### src/rtl/sync_fifo_param.sv
// Parametrised single-clock FIFO with count, almost-full/empty flags and overflow/underflow pulses.
// Optional first-word fall-through read port when SYNC_FIFO_FWFT_EN is defined.
module sync_fifo_param #(
  parameter int unsigned WIDTH    = 4,
  parameter int unsigned DEPTH    = 8,
  parameter int unsigned AF_LEVEL = 6,
  parameter int unsigned AE_LEVEL = 2
) (
  input  logic                         clk,
  input  logic                         rst_n,
  input  logic                         wr_en,
  input  logic [WIDTH-1:0]             data_in,
  input  logic                         rd_en,
  output logic [WIDTH-1:0]             data_out,
  output logic                         full,
  output logic                         empty,
  output logic                         almost_full,
  output logic                         almost_empty,
  output logic [$clog2(DEPTH+1)-1:0]   count,
  output logic                         overflow,
  output logic                         underflow
);

  localparam int unsigned AW = $clog2(DEPTH);
  localparam int unsigned CW = $clog2(DEPTH+1);

  logic [WIDTH-1:0] mem [DEPTH];
  logic [AW-1:0]    wr_ptr;
  logic [AW-1:0]    rd_ptr;
  logic             wr_acc;
  logic             rd_acc;

  always_comb begin
    full         = (count == CW'(DEPTH));
    empty        = (count == '0);
    almost_full  = (count >= CW'(AF_LEVEL));
    almost_empty = (count <= CW'(AE_LEVEL));
    wr_acc       = wr_en && !full;
    rd_acc       = rd_en && !empty;
  end

  // Storage is deliberately not reset; empty masks stale entries.
  always_ff @(posedge clk) begin
    if (wr_acc) mem[wr_ptr] <= data_in;
  end

  always_ff @(posedge clk or negedge rst_n) begin
    if (!rst_n) begin
      wr_ptr    <= '0;
      rd_ptr    <= '0;
      count     <= '0;
      overflow  <= 1'b0;
      underflow <= 1'b0;
    end else begin
      overflow  <= wr_en && full;
      underflow <= rd_en && empty;
      if (wr_acc) wr_ptr <= wr_ptr + AW'(1);
      if (rd_acc) rd_ptr <= rd_ptr + AW'(1);
      unique case ({wr_acc, rd_acc})
        2'b10:   count <= count + CW'(1);
        2'b01:   count <= count - CW'(1);
        default: count <= count;
      endcase
    end
  end

`ifdef SYNC_FIFO_FWFT_EN
  // Head word is presented combinationally; zero while empty keeps the reset value clean.
  always_comb begin
    data_out = empty ? '0 : mem[rd_ptr];
  end
`else
  always_ff @(posedge clk or negedge rst_n) begin
    if (!rst_n) begin
      data_out <= '0;
    end else if (rd_acc) begin
      data_out <= mem[rd_ptr];
    end
  end
`endif

endmodule

### config.mk
export PLATFORM = sky130hd
export DESIGN_NAME = sync_fifo_param
export DESIGN_NICKNAME = d
export VERILOG_FILES = /design/src/rtl/sync_fifo_param.sv
export SDC_FILE = /design/constraint.sdc
export NUM_CORES = 1
export LEC_CHECK = 0
export CORE_MARGIN = 3
export CORE_UTILIZATION = 45
export CTS_BUF_LIST = sky130_fd_sc_hd__clkbuf_4 sky130_fd_sc_hd__clkbuf_8
export CTS_CLUSTER_SIZE = 16
export DETAILED_ROUTE_END_ITERATION = 10
export PLACE_DENSITY = 0.66
export SLEW_MARGIN = 20
export SYNTH_ARGS = -nofsm -noshare
export SYNTH_HDL_FRONTEND = slang
export SYNTH_SLANG_ARGS = --single-unit
### constraint.sdc
create_clock -name clk -period 2.71 [get_ports clk]
set_clock_uncertainty 0.05 [all_clocks]
set_input_delay 0.542 -clock clk [delete_from_list [all_inputs] [get_ports clk]]
set_output_delay 0.542 -clock clk [all_outputs]
set_load 0.005 [all_outputs]
Word level (Yosys, flattened, before mapping)
Memory sizes are Yosys's and may differ from the RTL's. A register that Yosys moved wholly into a read port is not among the register bits.
Cells that the tools add are included.
{ "totals": {"ff_bits": 12, "latchBits": 0, "ramBits": 32, "romBits": 0, "in_bits": 8, "memories": 1} }
{ "memory_table": {"columns": ["name", "depth", "width", "rd", "rd_clocked_by_memory_dff", "wr", "line", "rtl"], "rows": [
  ["mem", 8, 4, 1, 1, 1, "27", "logic [WIDTH-1:0] mem [DEPTH];"]
]} }
{ "classes": {"n_addsub": 4, "mul": 0, "div": 0, "magnitude_cmp": 2, "n_eq_ne": 3, "shifts": 0, "mux": 3, "n_bitwise": 0, "reduce_logical": 9} }
{ "op_table": {"columns": ["operator", "n"], "rows": [
  ["4-bit case mux with 2 select lines", 1],
  ["3-bit by 1-bit adder with 3-bit output, second input constant", 2],
  ["4-bit by 1-bit adder with 4-bit output, second input constant", 1],
  ["4-bit equality test, second input constant", 1],
  ["4-bit by 3-bit >= comparator with 1-bit output, second input constant", 1],
  ["4-bit by 2-bit <= comparator with 1-bit output, second input constant", 1],
  ["1-bit logical AND", 4],
  ["4-bit zero test", 1],
  ["4-bit by 1-bit subtractor with 4-bit output, second input constant", 1],
  ["1-bit zero test", 3],
  ["2-bit by 1-bit equality test with 1-bit output, second input constant", 1],
  ["2-bit equality test, second input constant", 1],
  ["1-bit two-way mux", 2],
  ["2-bit nonzero test", 1]
]} }

Logic depth before layout (Yosys ltp)
Gate-level depths: netlist of run 1.
{ "depth": {"ltp_word": 5, "ltp_mapped": 11} }

Worst setup path after synthesis of run 1
OpenSTA, ideal clock, no wires.
{ "synth_timing": {"path_type": "register -> register", "start": "register count[1]", "end": "register count[2]", "setup_ps": 132, "t_arrival_ps": 2109, "required_time_ps": 2528, "path_slack_ps": 419, "stages_incl_launch_ff": 12, "n_path_buf": 1, "synth_period_minus_slack_ps": 2291, "cell_sequence": "dfrtp_1 buf_2 nor4_2 nand2b_1 inv_2 ha_1 xor2_1 ha_1 a21oi_1 xor2_1 nor2_1 xor2_1"} }
{ "synth_between": {"elab_chain_cells": 5} }
{ "synth_lines": {"columns": ["item", "line", "rtl"], "rows": [
  ["from (decl)", "19", "output logic [$clog2(DEPTH+1)-1:0] count,"],
  ["from (signal assigned)", "60", "2'b10: count <= count + CW'(1);"],
  ["from (signal assigned)", "61", "2'b01: count <= count - CW'(1);"],
  ["from (signal assigned)", "62", "default: count <= count;"],
  ["4-bit zero test *", "35", "empty = (count == '0);"],
  ["named net empty", "16", "output logic empty,"],
  ["1-bit zero test *", "39", "rd_acc = rd_en && !empty;"],
  ["1-bit logical AND *", "39", null],
  ["named net rd_acc", "31", "logic rd_acc;"],
  ["2-bit by 1-bit equality test with 1-bit output or 2-bit equality test (tied branches)", "59", "unique case ({wr_acc, rd_acc})"],
  ["4-bit case mux with 2 select lines or 2-bit nonzero test (tied branches)", null, null]
]} }
The timed path passes the listed nets; every way through them passes the cells marked *.
A chain may end at the register's enable or synchronous reset.

Worst setup path in the final report of run 1
{ "layout_timing": {"start": "register count[0]", "end": "output full"} }
{ "layout_between": {"elab_chain_cells": 1} }
{ "layout_lines": {"columns": ["item", "line", "rtl"], "rows": [
  ["4-bit equality test", "34", "full = (count == CW'(DEPTH));"],
  ["to (decl)", "15", "output logic full,"]
]} }
No other way between the ends.

==> summary.txt, run 1 <==
Status - finished clean
Sequential fraction of the synthesis area - 0.655
Post-CTS Hold Buffers - 0
Nets@finish - 178
Pre-CTS setup slack - 0.120 ns
CTS tree - done
Initial antenna violation count - 0
Max Transition Viols Final - 0
Buffer type at the clock tree root - clkbuf_8
Antenna diodes - 0
TritonCTS buffer count - 5
Final WL - 3370 µm
Yosys reg bits - 48
# port buffers - 21
Drt wl/cell - 15.4 µm
Type of the worst min-delay path - reg -> reg
Fmax - 420 MHz
Routed Antenna Nets - 0
Area contributors post-synth - edfxtp_1, dfrtp_1, mux2i_1, mux4_2, nand2_1
Fin area - 2430 µm²
Post-route DRC - 0
Layout cell share with drive strength beyond 1 - 0.145
Final setup TNS - 0 ns
WHS Path Cells - 2
Finished Layout Cells - 218
Maximum vdd ir drop - 0.545 mV
Dpl hpwl - 2510 µm
Critical path required time - 2.12 ns
Worst skew pair latency - 0.30 ns
Syn_nets - 150
Reg clk slew, reported paths - 0.09 ns
Fill cells - 360
Worst setup EP type - primary output
CTS max path bufs - 2
Final setup vio count - 0
Fin. Hold Viols - 0
Total number of vias - 1139
P&R area growth vs syn - 16.9%
R2r worst-path depth - 10
Post-synth cell types - 29
First-pass GRT wire length - 5640 µm
Max-cap violations - 0
Lkg Pwr - 0.931 nW
Remaining Overflow, GRT - 0
Fin crit period - 2.38 ns
IO Count - 22
Yosys warning count - 0
Final worst setup slack - 0.329 ns
Site row count - 24
Synthesized area - 2080 µm²
Detailed router's first-iteration violation count - 40
H-tree depth - 2
Async set-reset flop share out of synthesis - 0.333
Unrepaired setup endpoints after global routing - false
Setup crit start kind - flip-flop
Avg Cell Area, Syn - 15.2 µm²
Initial DRT Pass Iterations - 4
Yosys top cell area share - 0.463
Crit-path max FO - 8
Final Core Density - 0.550
Final Cycle Share - 0.879
Core Region - 4410 µm²
Slew margin rel. - 0.519
Number of synthesized flops with an enable pin - 32
Clock sinks - 48
Worst slew pin tran - 0.719 ns
Gpl congestion - 0.824
Initial Util - 0.471
Pwr Density - 1010 nW/µm²
PostCTS Resize Cnt - 0
Placed Instance Area - 2340 µm²
DIE HEIGHT - 73.9 µm
Setup Buffers After CTS - 0
Dominant synthesized flop cell - edfxtp_1
Vias in the first global route - 1148
Die footprint - 5470 µm²
Post-Synthesis Cells - 137
Via density - 5.22
GRT Total Usage - 0.144
Crit path arrival time - 1.79 ns
# placed instances - 210
Post-synth top area cell - edfxtp_1
Crit Path Class - reg -> out
Die span in x - 73.9 µm
Largest net degree at the start of global routing - 19
[state kept, by name, summed over array words and instances (netlist names)]
| signal | flops |
|---|---|
| mem | 32 |
| data_out | 4 |
| underflow | 1 |
| wr_ptr | 3 |
| rd_ptr | 3 |
| count | 4 |
| overflow | 1 |
[cell usage in the layout (no fill, tap or decap)]
cell and instances:
inv_1 1, xor2_1 3, ha_1 5, dfrtp_1 16, mux2_2 1, nor4bb_1 1
nor3_1 2, nor2_1 7, a21oi_1 2, xnor2_1 5, buf_4 5, mux2i_1 16
o21ai_0 1, nor4_2 1, nor3b_1 1, clkbuf_4 1, clkinv_1 1, nor4b_2 1
o21ai_2 4, clkinvlp_4 1, edfxtp_1 32, nand2b_1 6, nand2_1 17, nor2b_1 1
mux4_2 4, o22ai_1 1, inv_2 1, clkbuf_8 5, and2_1 2, a211oi_1 1
clkdlybuf4s50_1 21
[worst max-delay path: stages, from the launching register on]
cell and delay [ns]:
dfrtp_1 0.49, nor4b_2 0.42, clkdlybuf4s50_1 0.57
[stage by stage]
stage	hold WS (ns)	power (mW)
final	0.434	2.45
after floorplan	0.196	1.76
after CTS	0.443	2.49
after global placement	0.411	2.03
after global routing	0.455	2.63
after detailed placement	0.423	2.07
[cell families after synthesis]
group	count (synthesis)	synth area share
AND/OR/NAND/NOR	39	0.0970
XOR/XNOR	8	0.0337
buffers and inverters	7	0.0271
flip-flops	48	0.655
adder cells (fa/ha/maj)	5	0.0301
multiplexers	21	0.126
AO/OA/AOI/OAI	9	0.0307
[final cells by class]
class | instances | area [µm²] | share of cell area
multi-input combinational | 82 | 659 | 0.272
sequential | 48 | 1360 | 0.561
clock buffer | 6 | 76.3 | 0.0314
tap | 52 | 65.1 | 0.0268
clock inverter | 2 | 11.3 | 0.00464
timing repair buffer | 26 | 248 | 0.102
inverter | 2 | 7.51 | 0.00309
[power breakdown]
group | internal, mW | switching (mW)
combinational | 0.511 | 0.383
sequential | 0.968 | 0.176
clock | 0.189 | 0.224
[path summary, 6_finish.rpt]
kind	startpoint	endpoint	slack, ns
min reg2reg	data_out[2]	data_out[2]	0.43
min	data_out[2]	data_out[2]	0.43
max	count[0]	full	0.33
max reg2reg	count[0]	count[2]	0.33
max in group asynchronous	rst_n	wr_ptr[2]	1.54
min in group asynchronous	rst_n	underflow	0.61
[synthesized netlist by cell type, types with 2 or more instances]
master,n
buf_2,2
mux2i_1,16
dfrtp_1,16
mux4_2,4
a21oi_1,2
o21ai_2,4
nand2_1,17
nor2_1,7
and2_1,2
nand2b_1,6
ha_1,5
xor2_1,3
nor3_1,2
edfxtp_1,32
xnor2_1,5
[per-layer routing]
layer	routed length, µm	up-vias	global-route usage
li1	-	555	-
met1	1580	552	0.199
met2	1580	25	0.213
met3	133	7	0.0459
met4	70	0	0.0543
met5	0	-	0
(Power assumes the default switching activity.)
==> inputs of run 2 (changes only) <==
- CAP_MARGIN: not set -> 0
- SLEW_MARGIN: 20 -> not set
==> results of run 2 <==
The final DEF is identical to that of run 1; final timing and power are the same.
==> inputs of run 3 (changes only) <==
- CTS_BUF_LIST: sky130_fd_sc_hd__clkbuf_4 sky130_fd_sc_hd__clkbuf_8 -> sky130_fd_sc_hd__clkbuf_16
==> summary.txt, run 3 (same netlist as run 1, synthesis figures left out) <==
# port buffers - 21 (unchanged)
Reg clk slew, reported paths - 0.06 ns (was 0.09 ns)
Finished Layout Cells - 218 (unchanged)
CTS tree - done (unchanged)
Die span in x - 73.9 µm (unchanged)
Initial DRT Pass Iterations - 4 (unchanged)
Detailed router's first-iteration violation count - 38 (was 40)
IO Count - 22 (unchanged)
Gpl congestion - 0.824 (unchanged)
Fin. Hold Viols - 0 (unchanged)
Pre-CTS setup slack - 0.120 ns (unchanged)
Drt wl/cell - 15.5 µm (was 15.4 µm)
Setup crit start kind - flip-flop (unchanged)
Dpl hpwl - 2510 µm (unchanged)
Reg2reg end - count[2] (unchanged)
Crit-path slowest cell - dfrtp_1 (was clkdlybuf4s50_1)
Layout cell share with drive strength beyond 1 - 0.139 (was 0.145)
Site row count - 24 (unchanged)
Most flops, register - mem (unchanged)
Crit-path max cell delay - 0.49 ns (was 0.57 ns)
Placed Instance Area - 2340 µm² (unchanged)
Max Transition Viols Final - 0 (unchanged)
Setup Buffers After CTS - 0 (unchanged)
Routed wl met3 - 129 µm (was 133 µm)
Type of the worst min-delay path - reg -> reg (unchanged)
Crit path arrival time - 2.50 ns (was 1.79 ns)
Fin crit period - 2.39 ns (was 2.38 ns)
Unrepaired setup endpoints after global routing - false (unchanged)
DIE HEIGHT - 73.9 µm (unchanged)
Critical path required time - 2.82 ns (was 2.12 ns)
Post-route DRC - 0 (unchanged)
Commonest non-fill, non-tap cells in the layout - edfxtp_1, clkdlybuf4s50_1, nand2_1, mux2i_1, dfrtp_1 (unchanged)
Worst skew pair latency - 0.28 ns (was 0.30 ns)
Status - finished clean (unchanged)
Max reg flops - 32 (unchanged)
Final WL - 3380 µm (was 3370 µm)
Core Region - 4410 µm² (unchanged)
Met2 WL - 1590 µm (was 1580 µm)
Highest metal used - met4 (unchanged)
CTS max path bufs - 2 (unchanged)
Critical path origin - count[0] (unchanged)
Slew margin rel. - 0.525 (was 0.519)
PostCTS Resize Cnt - 0 (unchanged)
Antenna diodes - 0 (unchanged)
GRT Total Usage - 0.140 (was 0.144)
Final Cycle Share - 0.881 (was 0.879)
Nets@finish - 178 (unchanged)
Worst r2r src - count[0] (unchanged)
# placed instances - 210 (unchanged)
TritonCTS buffer count - 5 (unchanged)
Die footprint - 5470 µm² (unchanged)
Fmax - 419 MHz (was 420 MHz)
Crit-path max FO - 8 (unchanged)
Crit Path Class - reg -> reg (was reg -> out)
Largest net degree at the start of global routing - 19 (unchanged)
Worst slew pin tran - 0.711 ns (was 0.719 ns)
Remaining Overflow, GRT - 0 (unchanged)
WL met1 - 1630 µm (was 1580 µm)
WHS Path Cells - 2 (unchanged)
Maximum vdd ir drop - 0.552 mV (was 0.545 mV)
Pwr Density - 1060 nW/µm² (was 1010 nW/µm²)
First-pass GRT wire length - 5610 µm (was 5640 µm)
Fin area - 2480 µm² (was 2430 µm²)
Top cell by count, worst path - xor2_1
Lkg Pwr - 0.957 nW (was 0.931 nW)
H-tree depth - 2 (unchanged)
Vias in the first global route - 1137 (was 1148)
Crit-path cells - nor4b_2 -> nor2b_1 -> inv_1 -> ha_1 -> xor2_1 -> ha_1 -> a21oi_1 -> xor2_1 -> nor2_1 -> xor2_1 (was nor4b_2 -> clkdlybuf4s50_1)
P&R area growth vs syn - 19.5% (was 16.9%)
Most common cell after layout, fill and taps aside - edfxtp_1 (unchanged)
Worst setup EP type - flip-flop (was primary output)
R2r worst-path depth - 10 (unchanged)
Post-CTS Hold Buffers - 0 (unchanged)
Buffer type at the clock tree root - clkbuf_16 (was clkbuf_8)
Final setup vio count - 0 (unchanged)
Capture point of the worst path - count[2] (was full)
Reg2reg setup slack - 0.32 ns (was 0.33 ns)
Initial antenna violation count - 0 (unchanged)
Routed Antenna Nets - 0 (unchanged)
Max-cap violations - 0 (unchanged)
Final worst setup slack - 0.323 ns (was 0.329 ns)
Initial Util - 0.471 (unchanged)
Via density - 5.19 (was 5.22)
Total number of vias - 1131 (was 1139)
Final setup TNS - 0 ns (unchanged)
Biggest regs - mem (32), count (4), data_out (4) (unchanged)
Clock sinks - 48 (unchanged)
==> run 3: metal layers <==
metal | up-vias | GRT usage
li1 | 551 | -
met3 | 4 | 0.0500
met2 | 29 | 0.212
met5 | - | 0
met1 | 547 | 0.199
met4 | 0 | 0.0241
==> run 3: cell type report <==
cell class,instances,area (µm²)
Clock buffer,5,125
Inverter,2,7.51
Timing Repair Buffer,26,248
Sequential cell,48,1360
Clock inverter,3,15.0
Fill cell,357,1930
Tap cell,52,65.1
Multi-Input combinational cell,82,659
==> run 3: how the worst min path moves through the flow <==
stage	start	to	slack (ns)
after detailed placement	data_out[3]	data_out[3]	0.42
after floorplan	rst_n	count[0]	0.20
after global placement	data_out[1]	data_out[1]	0.41
after global routing	data_out[3]	data_out[3]	0.45
after CTS	data_out[3]	data_out[3]	0.44
final	data_out[3]	data_out[3]	0.43
==> run 3: where the power goes <==
part | total (mW) | internal (mW) | switching [mW]
combinational | 0.893 | 0.510 | 0.383
sequential | 1.15 | 0.970 | 0.177
clock | 0.580 | 0.335 | 0.245
==> run 3: stage by stage <==
step | total power, mW | hold slack, ns | util
6_report | 2.62 | 0.429 | 0.562
5_1_grt | 2.79 | 0.448 | 0.562
4_1_cts | 2.65 | 0.438 | 0.562
3_5_place_dp | 2.07 | 0.423 | 0.530
3_3_place_gp | 2.03 | 0.411 | 0.530
2_1_floorplan | 1.76 | 0.196 | -
==> run 3: worst max-delay path, delay by kind of cell (launching register included) <==
family | cells | cell delay, ns
xor gates and xnor gates | 3 | 0.39
buffers and inverters | 1 | 0.13
adders and majority gates | 2 | 0.47
AOI/OAI and AO/OA | 1 | 0.14
DFF | 1 | 0.49
and+or+nand+nor | 3 | 0.60
==> RTL edit: new RTL, flow settings as in run 2 <==
`DEPTH`: 8 -> 4.
--- a/src/rtl/sync_fifo_param.sv
+++ b/src/rtl/sync_fifo_param.sv
@@ -4,3 +4,3 @@
   parameter int unsigned WIDTH    = 4,
-  parameter int unsigned DEPTH    = 8,
+  parameter int unsigned DEPTH    = 4,
   parameter int unsigned AF_LEVEL = 6,
Interface: changed (resized count); port bits go from 22 to 21. The function was not compared with the original's and may differ.
==> RTL edit against run 2 <==
  * Total power is 31% lower
  * Wire length is 45% lower
  * Cell area is 36% lower
  * Register-to-register slack better by 0.22 ns
  * Setup slack better by 0.11 ns
  * First-iteration DRC count is 55% lower
  * Utilization is 5.9 points higher
  * Die area is 37% lower
  * Sequential power is 34% lower
  * Sequential cell count is 19 lower
  * Synthesized area is 40% lower
  * Fmax is 4.8% higher
  * Largest power group unchanged
==> RTL edit: results (changes against run 2) <==
- Fin nets: 121 (was 178)
- Post-synthesis sequential area ratio: 0.643 (was 0.655)
- Global router's overall resource usage: 0.131 (was 0.144)
- Outcome: finished, final reports clean (unchanged)
- GP Congestion: 0.737 (was 0.824)
- Hold_buf cts: 0 (unchanged)
- Max Cap Viol: 0 (unchanged)
- Antenna violations before repair: 0 (unchanged)
- Average vias per placed instance: 4.93 (was 5.22)
- Static Leak: 0.643 nW (was 0.931 nW)
- Area contributors post-synth: edfxtp_1 38%, dfrtp_1 26%, mux4_2 7.2% (was edfxtp_1 46%, dfrtp_1 19%, mux2i_1 7.7%)
- Unique masters post-synth: 21 (was 29)
- Share of cells above drive strength 1: 0.194 (was 0.145)
- Antenna cells: 0 (unchanged)
- First DRT Iteration DRCs: 18 (was 40)
- Global-route wire length before repair: 3130 um (was 5640 um)
- Port Buffers: 20 (was 21)
- Fillers: 217 (was 360)
- Number of flops mapped to enable cells by yosys: 16 (was 32)
- Largest net degree at the start of global routing: 14 (was 19)
- CP max-delay cell: clkdlybuf4s50_1 (unchanged)
- Met1 WL: 827 um (was 1580 um)
- Largest stage delay, worst path: 0.54 ns (was 0.57 ns)
- CTS H-tree depth: 2 (unchanged)
- Main synth FF type: edfxtp_1 (unchanged)
- Clock Latency Late Sink: 0.32 ns (was 0.30 ns)
- DP Wirelength: 1400 um (was 2510 um)
- DR WL/cell: 13.4 um (was 15.4 um)
- Cts bufs inserted: 5 (unchanged)
- Regs by FF count: mem (16), data_out (4), count (3) (was mem (32), count (4), data_out (4))
- Synth cell count leaders: 16 x edfxtp_1, 13 x dfrtp_1, 13 x nand2_1 (was 32 x edfxtp_1, 17 x nand2_1, 16 x dfrtp_1, 16 x mux2i_1, 7 x nor2_1)
- CTS Root Cell: clkbuf_4 (was clkbuf_8)
- Worst VDD drop: 0.562 mV (was 0.545 mV)
- Syn nets: 95 (was 150)
- YS warnings: 0 (unchanged)
- Met3 wire len: 122 um (was 133 um)
- Least-Margin Pin Slew: 0.587 ns (was 0.719 ns)
- Clock buffer depth: 2 (unchanged)
- Vias in the first global route: 677 (was 1148)
- Critical-path maximum fanout: 7 (was 8)
- Switching Share: 0.301 (was 0.320)
- WL met2: 862 um (was 1580 um)
- Asr flop ratio synth: 0.448 (was 0.333)
- Top Layer Used: met4 (unchanged)
RTL edit: cell families after synthesis:
group           after synthesis  synth area share
mux                           6            0.0918
buf+inv                       8            0.0249
compound gates                2            0.0210
fa+ha+maj                     6            0.0659
xor+xnor                      6            0.0419
simple gates                 24             0.112
flops                        29             0.643
RTL edit: cell type report:
class,instances,area [um^2],area share
Sequential cell,29,806,0.515
Multi-Input combinational cell,44,417,0.266
Timing Repair Buffer,20,200,0.128
Clock buffer,6,45.0,0.0288
Tap cell,30,37.5,0.0240
Clock inverter,2,33.8,0.0216
Inverter,7,26.3,0.0168
RTL edit: metal layers:
metal  GRT usage  up-vias
met3      0.0680        5
met5           0        -
met1       0.158      330
met2       0.186       17
li1            -      329
met4      0.0777        0
RTL edit: final timing paths:
kind                                               from                      end  slack [ns]  cells after the start
min in group asynchronous                         rst_n  data_out[1]$_DFFE_PN0P_        0.54                      1
worst min-delay path            data_out[1]$_DFFE_PN0P_  data_out[1]$_DFFE_PN0P_        0.43                      2
worst max-delay path               count[2]$_DFFE_PN0P_                     full        0.44                      2
worst max register to register     count[2]$_DFFE_PN0P_     count[2]$_DFFE_PN0P_        0.55                      9
worst min register to register  data_out[1]$_DFFE_PN0P_  data_out[1]$_DFFE_PN0P_        0.43                      2
max in group asynchronous                         rst_n    wr_ptr[0]$_DFFE_PN0P_        1.69                      1
RTL edit: power groups by stage:
stage	registers, mW	logic, mW	clock network [mW]
4_1_cts	0.757	0.623	0.351
6_report	0.753	0.609	0.338
2_1_floorplan	0.726	0.381	0
5_1_grt	0.776	0.676	0.368
3_5_place_dp	0.766	0.616	0
3_3_place_gp	0.764	0.609	0
RTL edit: worst min-delay path, delay by kind of cell (launching register included):
family / cells / cell delay (ns)
flip-flops: 1 / 0.35
AND/OR/NAND/NOR: 2 / 0.10
RTL edit: through the flow:
stage                util  cells  worst slack [ns]  cell area, um^2  hold slack (ns)
detailed placement  0.579    130             0.226             1490            0.413
CTS                 0.610    138             0.412             1570            0.435
global route        0.610    138             0.343             1570            0.476
finish              0.610    138             0.437             1570            0.431
floorplan               -     81             0.706             1250            0.196
global placement    0.579    130             0.288             1490            0.412
